<file path="config.mk">
export PLATFORM = sky130hd
export DESIGN_NAME = shifter_pipe
export DESIGN_NICKNAME = d
export VERILOG_FILES = /design/src/rtl/shifter_pipe.sv
export SDC_FILE = /design/constraint.sdc
export NUM_CORES = 1
export LEC_CHECK = 0
export CORE_ASPECT_RATIO = 1.4
export CORE_UTILIZATION = 40
export CTS_CLUSTER_SIZE = 30
export DETAILED_ROUTE_END_ITERATION = 6
export PLACE_DENSITY = 0.72
export SLEW_MARGIN = 30
export SYNTH_ARGS = -nofsm -noshare
export SYNTH_HDL_FRONTEND = slang
export SYNTH_SLANG_ARGS = --single-unit
</file>
<file path="constraint.sdc">
create_clock -name clk -period 2.7 [get_ports clk]
set_input_delay 0.27 -clock clk [delete_from_list [all_inputs] [get_ports clk]]
set_output_delay 0.27 -clock clk [all_outputs]
set_load 0.005 [all_outputs]
</file>
<file path="src/rtl/shifter_pipe.sv">
// Two-stage pipelined SLL/SRL/SRA shift unit with valid/ready on both sides.
// Define SHIFTER_PIPE_STATS_EN to add the op_count completed-transfer counter.
module shift_left_logical (
  input  logic [31:0] a,
  input  logic [4:0]  shamt,
  output logic [31:0] y
);
  assign y = a << shamt;
endmodule

module shift_right_logical (
  input  logic [31:0] a,
  input  logic [4:0]  shamt,
  output logic [31:0] y
);
  assign y = a >> shamt;
endmodule

module shift_right_arithmetic (
  input  logic [31:0] a,
  input  logic [4:0]  shamt,
  output logic [31:0] y
);
  assign y = $unsigned($signed(a) >>> shamt);
endmodule

module shifter_pipe (
  input  logic        clk,
  input  logic        rst_n,
  input  logic        in_valid,
  output logic        in_ready,
  input  logic [31:0] in_data,
  input  logic [4:0]  in_shamt,
  input  logic [1:0]  in_op,
  output logic        out_valid,
  input  logic        out_ready,
  output logic [31:0] out_data,
  output logic        out_err
`ifdef SHIFTER_PIPE_STATS_EN
  ,
  output logic [15:0] op_count
`endif
);

  typedef struct packed {
    logic [31:0] data;
    logic [4:0]  shamt;
    logic [1:0]  op;
  } s0_t;

  logic        s0_valid;
  s0_t         s0;
  logic        s1_free;
  logic        s0_adv;
  logic        in_fire;
  logic [31:0] sll_y;
  logic [31:0] srl_y;
  logic [31:0] sra_y;
  logic [31:0] result;
  logic        is_sll;
  logic        is_srl;
  logic        is_sra;
  logic        is_pass;

  assign s1_free  = !out_valid || out_ready;
  assign s0_adv   = s0_valid && s1_free;
  assign in_ready = !s0_valid || s1_free;
  assign in_fire  = in_valid && in_ready;

  always_ff @(posedge clk or negedge rst_n) begin
    if (!rst_n) begin
      s0_valid <= 1'b0;
      s0       <= '0;
    end else if (in_fire) begin
      s0_valid <= 1'b1;
      s0       <= '{data: in_data, shamt: in_shamt, op: in_op};
    end else if (s0_adv) begin
      s0_valid <= 1'b0;
    end
  end

  shift_left_logical u_sll (
    .a     (s0.data),
    .shamt (s0.shamt),
    .y     (sll_y)
  );

  shift_right_logical u_srl (
    .a     (s0.data),
    .shamt (s0.shamt),
    .y     (srl_y)
  );

  shift_right_arithmetic u_sra (
    .a     (s0.data),
    .shamt (s0.shamt),
    .y     (sra_y)
  );

  assign is_sll  = (s0.op == 2'b00);
  assign is_srl  = (s0.op == 2'b01);
  assign is_sra  = (s0.op == 2'b10);
  assign is_pass = (s0.op == 2'b11);

  always_comb begin
    result = s0.data;
    unique case (1'b1)
      is_sll:  result = sll_y;
      is_srl:  result = srl_y;
      is_sra:  result = sra_y;
      is_pass: result = s0.data;
      default: result = s0.data;
    endcase
  end

  // Illegal op still occupies a slot; it is flagged rather than dropped.
  always_ff @(posedge clk or negedge rst_n) begin
    if (!rst_n) begin
      out_valid <= 1'b0;
      out_data  <= '0;
      out_err   <= 1'b0;
    end else if (s0_adv) begin
      out_valid <= 1'b1;
      out_data  <= result;
      out_err   <= is_pass;
    end else if (out_valid && out_ready) begin
      out_valid <= 1'b0;
    end
  end

`ifdef SHIFTER_PIPE_STATS_EN
  always_ff @(posedge clk or negedge rst_n) begin
    if (!rst_n) begin
      op_count <= '0;
    end else if (out_valid && out_ready) begin
      op_count <= op_count + 16'd1;
    end
  end
`endif

endmodule

</file>
==> key figures, run 1 <==
GRT
  – First-pass GRT wire length: 46.53 mm
  – Grt total ovfl: 0
  – Vias in the first global route: 7,302
  – Initial antenna violation count: 0
  – Total track usage: 34.35%
  – Largest net degree at the start of global routing: 40

Timing
  – Clock Skew: 0.007818 ns
  – Setup violators final: 0
  – Unrepaired setup endpoints after global routing: false
  – Tightest Pin Transition: 0.6221 ns
  – Final Cycle Share: 93.71%
  – Pins over their slew limit: 0
  – Post-layout min period: 2.530 ns
  – Slew headroom: 57.34%
  – Setup TNS: 0 ns
  – Final Hold Viols: 0
  – Highest clock rate: 395.2 MHz
  – Final WS setup: 0.1699 ns

Synthesis
  – Synth area leader: dfrtp_1
  – Synth cell count leaders: nor2_1 (79), dfrtp_1 (74), nand2_1 (67)
  – Synthesized area per cell: 9.429 um^2
  – Unique masters post-synth: 65
  – Async SR Flop Fraction: 100.0%
  – Mapped Area: 7336 um^2
  – Synthesized instance count: 778
  – Share of the synthesized area in the top cell type: 25.24%
  – Largest family of logic cells by synthesized area: multiplexers
  – Adder-Cell Fraction of Synth Area: 0%
  – Seq/Total Area, Yosys: 25.24%
  – Top cells by area, synth: dfrtp_1 (25%), mux4_2 (13%), mux2_2 (9.1%)
  – Mux cell area share after synthesis: 35.27%
  – Syn Nets: 821
  – XOR/XNOR share of the synthesized area: 0.1194%
  – Synth Area in Compound Gates: 18.80%
  – Post-synth EDFFs: 0
  – Yosys warns: 0
  – Yosys reg bits: 74
  – Simple-Gate Fraction of Synth Area: 13.66%
  – Ys flop type: dfrtp_1
  – Most common cell in the netlist: nor2_1

Placed design
  – Post-DP HPWL: 23.83 mm
  – Place WS: 0.07477 ns
  – Final Wtd Congestion: 1.102
  – Buffers on Ports: 77

Worst hold path
  – Worst hold path class: input pin to asynchronous set/reset pin

Critical path
  – Crit path to: out_data[11]
  – R2R setup slack: 0.17 ns
  – Reg2reg start: s0[4]
  – CP arrival: 2.75 ns
  – Kind of critical path: flop to flop
  – Worst path required time: 2.92 ns
  – Worst R2R End: out_data[11]
  – Setup crit start: s0[4]
  – Critical path peak fanout: 15
  – CP Launch Type: flop
  – CP Capture Type: flop
  – Reg2reg path depth: 6

Clocking
  – CTS Root Cell: clkbuf_16
  – Clock-pin transition on the worst setup and hold timing paths: 0.06 ns
  – H-tree levels: 3
  – Clk sinks: 74
  – CTS tree: done
  – Later-pin clock latency in the skew report: 0.36 ns
  – Clock buffer count from CTS: 9
  – Max Buffers Root-to-Sink: 2

Detailed routing
  – Routed vias/inst: 6.820
  – 1st-iter DRT viols: 748
  – Vias: 7,598
  – Final ANT Viol Nets: 0
  – DRT Pass-1 Iters: 5
  – Drt drc: 0
  – Routed Wire Length: 31.45 mm
  – Avg WL per Cell: 28.23 um

Pwr
  – P_int: 3.937 mW
  – Sw power: 2.935 mW
  – Pwr dens: 756.7 nW/um^2
  – Clock Power Share: 19.0%
  – Gate power share: 54.8%
  – Worst VDD drop: 0.2987 mV
  – Leakage: 3.633 nW
  – Sw Share: 42.71%
  – Sequential fraction of design power: 26.2%

Run status
  – Status: completed

Cells and area
  – Nets: 911
  – Layout cells sized above 1: 26.69%
  – Fillers: 1,684
  – Syn-to-layout area delta: 23.79%

Floorplan
  – FP Rows: 58
  – Die area: 18,890 um^2
  – Boundary Pins: 78
  – Die width: 116.5 um
  – Initial core utilization: 40.93%
  – Die height: 162.2 um
  – Core area: 17,920 um^2

Flow run
  – Max_cap viols: 0
## registers in the layout (all words and copies together) (netlist names)
signal and count:
out_data 32, s0_valid 1, s0 39, out_valid 1, out_err 1
## metal layers
metal  global-route usage [%]  part of all wire [%]
met5                        0                     0
met4                    22.61                   7.6
met3                    8.396                   9.7
met2                    53.01                    46
met1                    42.20                    37
## worst min-delay path by stage
stage,from,endpoint,slack (ns),cells past startpoint
after floorplan,rst_n,out_data[0],-0.03,0
after global placement,rst_n,s0[18],0.27,1
after detailed placement,rst_n,s0[18],0.27,1
after CTS,rst_n,s0[18],0.43,2
after global routing,rst_n,s0[18],0.45,2
final,rst_n,s0[18],0.41,2
## final cells by class
type                            count  area [um^2]  share of cell area [%]
Clock buffer                       12        256.5                   2.824
Timing Repair Buffer              177         1604                   17.66
Inverter                            8        30.03                  0.3307
Antenna cell                        1        2.502                 0.02756
Tap cell                          240        300.3                   3.307
Multi-Input combinational cell    598         4980                   54.84
Clock inverter                      4        50.05                  0.5511
Sequential cell                    74         1858                   20.46
## power by group through the flow
stage / clock network (mW) / registers (mW) / logic [mW]
6_report: 1.31 / 1.80 / 3.76
4_1_cts: 1.31 / 1.79 / 3.63
3_3_place_gp: 0 / 1.81 / 3.64
5_1_grt: 1.36 / 1.82 / 3.94
2_1_floorplan: 0 / 1.54 / 2.24
3_5_place_dp: 0 / 1.81 / 3.61
## layout by cell type, fill, tap and decap left out, types with 11 or more instances in the layout
cell | netlist | routed
mux4_1 | 15 | 15
o21ai_0 | 44 | 44
a21oi_1 | 36 | 36
nor3_1 | 11 | 11
mux2_2 | 59 | 59
nand2_1 | 67 | 66
a31oi_1 | 14 | 14
nand2b_1 | 11 | 11
mux2i_1 | 56 | 56
o22ai_1 | 11 | 11
nor2_1 | 79 | 79
a221oi_1 | 16 | 16
mux4_2 | 43 | 43
dfrtp_1 | 74 | 71
buf_4 | 10 | 93
clkdlybuf4s50_1 | 0 | 76
nand3_1 | 11 | 11
## worst max-delay path: stages, from the launching register on
cell      delay, ns
dfrtp_2        0.58
buf_4          0.21
buf_4          0.16
mux4_1         0.31
mux2_2         0.39
a221oi_1       0.54
a31oi_1        0.19
## timing repair
item / in CTS / in global routing
buffers inserted: 0 / 1
gates resized for setup: 0 / 0
hold endpoints to repair: 37 / 0
hold buffers: 1 / 0
setup endpoints to repair: 0 / 4
## per-stage QoR
step / utilization (%) / area, um^2 / hold WS [ns] / std cells / power [mW]
after global routing: 50.65 / 9079 / 0.4536 / 1113 / 7.117
after global placement: 48.80 / 8747 / 0.2677 / 1095 / 5.448
after floorplan: - / 7336 / -0.02559 / 778 / 3.779
after detailed placement: 48.80 / 8747 / 0.2695 / 1095 / 5.424
after CTS: 50.57 / 9064 / 0.4258 / 1112 / 6.733
final: 50.66 / 9081 / 0.4090 / 1114 / 6.872
## cells by family (layout without fill, tap and decap cells)
logic type	after synthesis	count (layout)
compound gates	203	203
buf+inv	106	201
simple gates	221	221
mux	173	173
flops	74	74
xor+xnor	1	1
other cells	0	1
(Power assumes the default switching activity.)
==> inputs of run 2 (changes only) <==
--- a/config.mk
+++ b/config.mk
@@ -5,8 +5,10 @@
 export SDC_FILE = /design/constraint.sdc
 export NUM_CORES = 1
 export LEC_CHECK = 0
+export ABC_AREA = 1
 export CORE_ASPECT_RATIO = 1.4
 export CORE_UTILIZATION = 40
+export CTS_CLUSTER_DIAMETER = 60
 export CTS_CLUSTER_SIZE = 30
 export DETAILED_ROUTE_END_ITERATION = 6
 export PLACE_DENSITY = 0.72
==> run 2 against run 1 <==
The flow now finishes with violations (hold timing). Register-to-register slack improved by 0.31 ns. Count of clock-buffer cells in the layout shrank 3. Wire length decreased by 17%. Core utilization fell by 1.7 points. Non-clock buffer count down 78. First-iteration DRC count rose by 29%. Setup slack improved by 0.31 ns. Design area shrank 15%. Via count grew 1.7%. Fmax is 14% higher. Global-route usage fell by 1.8 points. Clock skew up 0.0076 ns. Largest power group unchanged.
==> key figures, run 2 <==
Critical path
  – Crit-path most repeated cell: nand2_1
  – Largest delay contributor family on the critical path: simple AND/OR/NAND/NOR gates
  – CP Launch Type: flop
  – Reg2reg start: s0[2]
  – R2R setup slack: 0.48 ns
  – Bufs and invs on worst path: 1
  – Kind of critical path: flop to flop
  – Worst R2R End: out_data[18]
  – CP Cell Sequence: buf_4 > nand2_1 > nand3_1 > nand3_1 > nand2_1 > nand2_1 > o21ai_0 > nand2_1 > nand2_1 > nand2_1 > nand2_1 > nand2_1 > nand2_1
  – Worst path max stage delay: 0.40 ns
  – CP arrival: 2.50 ns
  – Critical-path top delay cell: dfrtp_1
  – Critical path peak fanout: 34
  – Worst path required time: 2.98 ns
  – Reg2reg path depth: 13
  – CP Capture Type: flop

Cells and area
  – Non-Filler Instances: 1,282
  – Top flop regs: s0 x39, out_data x32
  – Commonest non-fill, non-tap cell in the layout: nand2_1
  – Max FFs per register: 39
  – Largest Register: s0
  – Layout cells sized above 1: 8.932%
  – Antenna Cells: 0
  – Post-layout util: 48.99%
  – Commonest cells after routing, fill and taps aside: nand2_1 (331), nand3_1 (298), clkdlybuf4s50_1 (76)
  – Nets: 1,124
  – Syn-to-layout area delta: 18.61%

GRT
  – Vias in the first global route: 7,427
  – Total track usage: 32.53%
  – Grt total ovfl: 0
  – First-pass GRT wire length: 40.90 mm
  – GR Util met2: 52.02%
  – Initial antenna violation count: 0
  – Met1 Resource Use GR: 41.61%
  – Busiest layer in global routing: met2
  – M3 GR Usage: 4.861%
  – Largest net degree at the start of global routing: 75

Timing
  – Slew headroom: 35.22%
  – Final Cycle Share: 82.12%
  – Hold slack: -0.06940 ns
  – Clock Skew: 0.01539 ns
  – Final WS setup: 0.4828 ns
  – Final Hold Viols: 74
  – Tightest Pin Transition: 0.9681 ns
  – Unrepaired setup endpoints after global routing: false
  – Pins over their slew limit: 0
  – Setup violators final: 0
  – Post-layout min period: 2.217 ns
  – Setup TNS: 0 ns
  – Highest clock rate: 451.0 MHz

Floorplan
  – Die width: 109.8 um
  – FP Rows: 54
  – Boundary Pins: 78
  – Core area: 15,740 um^2
  – Die area: 16,780 um^2
  – Die height: 152.9 um
  – Initial core utilization: 41.31%

Synthesis
  – Synth area leader: dfrtp_1
  – Yosys reg bits: 74
  – Synthesized instance count: 1,040
  – Top cells by area, synth: dfrtp_1 (28%), nand3_1 (23%), nand2_1 (19%)
  – Yosys warns: 0
  – Synth cell count leaders: nand2_1 (332), nand3_1 (298), dfrtp_1 (74)
  – Synthesized area per cell: 6.252 um^2
  – Share of the synthesized area in the top cell type: 28.48%
  – Most common cell in the netlist: nand2_1
  – Mapped Area: 6502 um^2
  – Syn Nets: 1,083
  – Seq/Total Area, Yosys: 28.48%
  – Async SR Flop Fraction: 100.0%
  – Ys flop type: dfrtp_1
  – Post-synth EDFFs: 0
  – Unique masters post-synth: 32

Detailed routing
  – Avg WL per Cell: 20.32 um
  – Vias: 7,725
  – Routed vias/inst: 6.026
  – DRT Pass-1 Iters: 7
  – Routed Wire Length: 26.06 mm
  – Final ANT Viol Nets: 0
  – Drt drc: 0
  – 1st-iter DRT viols: 967

Clocking
  – Clock buffer count from CTS: 9
  – Clock-pin transition on the worst setup and hold timing paths: 0.07 ns
  – Clk sinks: 74
  – H-tree levels: 3
  – CTS tree: done
  – Resized Gates After CTS: 0
  – Max Buffers Root-to-Sink: 2
  – CTS Root Cell: clkbuf_16
  – Hold Buf Count CTS: 0
  – Later-pin clock latency in the skew report: 0.35 ns
  – Post-CTS Repair Setup Buffers: 0

Pwr
  – Pwr dens: 805.6 nW/um^2
  – Leakage: 3.640 nW
  – P_int: 3.383 mW
  – Worst VDD drop: 0.4831 mV
  – Sequential fraction of design power: 27.8%
  – Sw power: 2.830 mW
  – Gate power share: 50.9%
  – Clock Power Share: 21.3%
  – Sw Share: 45.55%

Worst hold path
  – Worst hold path class: input pin to asynchronous set/reset pin

Placed design
  – Buffers on Ports: 77
  – Post-DP HPWL: 19.56 mm
  – Place WS: 0.5458 ns
  – Final Wtd Congestion: 1.007
  – Inst Count DP: 1,266

Run status
  – Failing checks: hold timing
  – Status: finished with violations

Flow run
  – Max_cap viols: 0
==> run 2: changes by cell type in the layout (fill, tap and decap cells not counted), moves of 30 or more <==
cell | previous run | this run
mux4_2 | 43 | 0
mux2i_1 | 56 | 0
nand2_1 | 66 | 331
mux2_2 | 59 | 29
nand3_1 | 11 | 298
buf_4 | 93 | 17
o21ai_0 | 44 | 13
==> run 2: cell families after synthesis <==
logic type      synth area share (%)
mux                            5.022
compound gates                 9.371
simple gates                   49.55
flops                          28.48
buf+inv                        7.581
==> run 2: worst max path at each step <==
| stage | start | cells after the start | slack [ns] | to |
|---|---|---|---|---|
| floorplan | s0[2] | 11 | 1.17 | out_data[12] |
| global placement | out_ready | 7 | 0.54 | out_data[11] |
| detailed placement | s0[0] | 11 | 0.55 | out_data[1] |
| CTS | s0[2] | 13 | 0.57 | out_data[18] |
| global route | s0[2] | 13 | 0.36 | out_data[22] |
| finish | s0[2] | 13 | 0.48 | out_data[18] |
==> run 2: through the flow <==
step / power [mW] / instance area, um^2
2_1_floorplan: 3.562 / 6502
3_3_place_gp: 4.826 / 7393
3_5_place_dp: 4.823 / 7393
4_1_cts: 6.160 / 7709
5_1_grt: 6.584 / 7712
6_report: 6.213 / 7712
==> run 2: area by class of cell <==
type                            count  area (um^2)
Inverter                           36        137.6
Clock inverter                      7        90.09
Timing Repair Buffer               99        999.7
Multi-Input combinational cell    861         4160
Tap cell                          196        245.2
Clock buffer                        9        225.2
Sequential cell                    74         1854
Fill cell                        1645         8030
==> run 2: worst reg2reg max path, stage by stage (launching register included) <==
cell and delay, ns:
dfrtp_1 0.40, buf_4 0.38, nand2_1 0.23, nand3_1 0.16, nand3_1 0.10, nand2_1 0.16
nand2_1 0.10, o21ai_0 0.08, nand2_1 0.06, nand2_1 0.22, nand2_1 0.09, nand2_1 0.07
nand2_1 0.05, nand2_1 0.06
==> run 2: power by group through the flow <==
stage	combinational, mW	sequential, mW	clock [mW]
after floorplan	1.94	1.62	0
after global placement	3.09	1.74	0
after detailed placement	3.10	1.73	0
after CTS	3.12	1.72	1.33
after global routing	3.46	1.75	1.37
final	3.16	1.72	1.32
==> run 2: routing by layer <==
layer	up-vias	part of all wire (%)
met1	3579	38
met3	87	8.9
met2	446	48
li1	3613	-
met4	0	5.5
met5	-	0
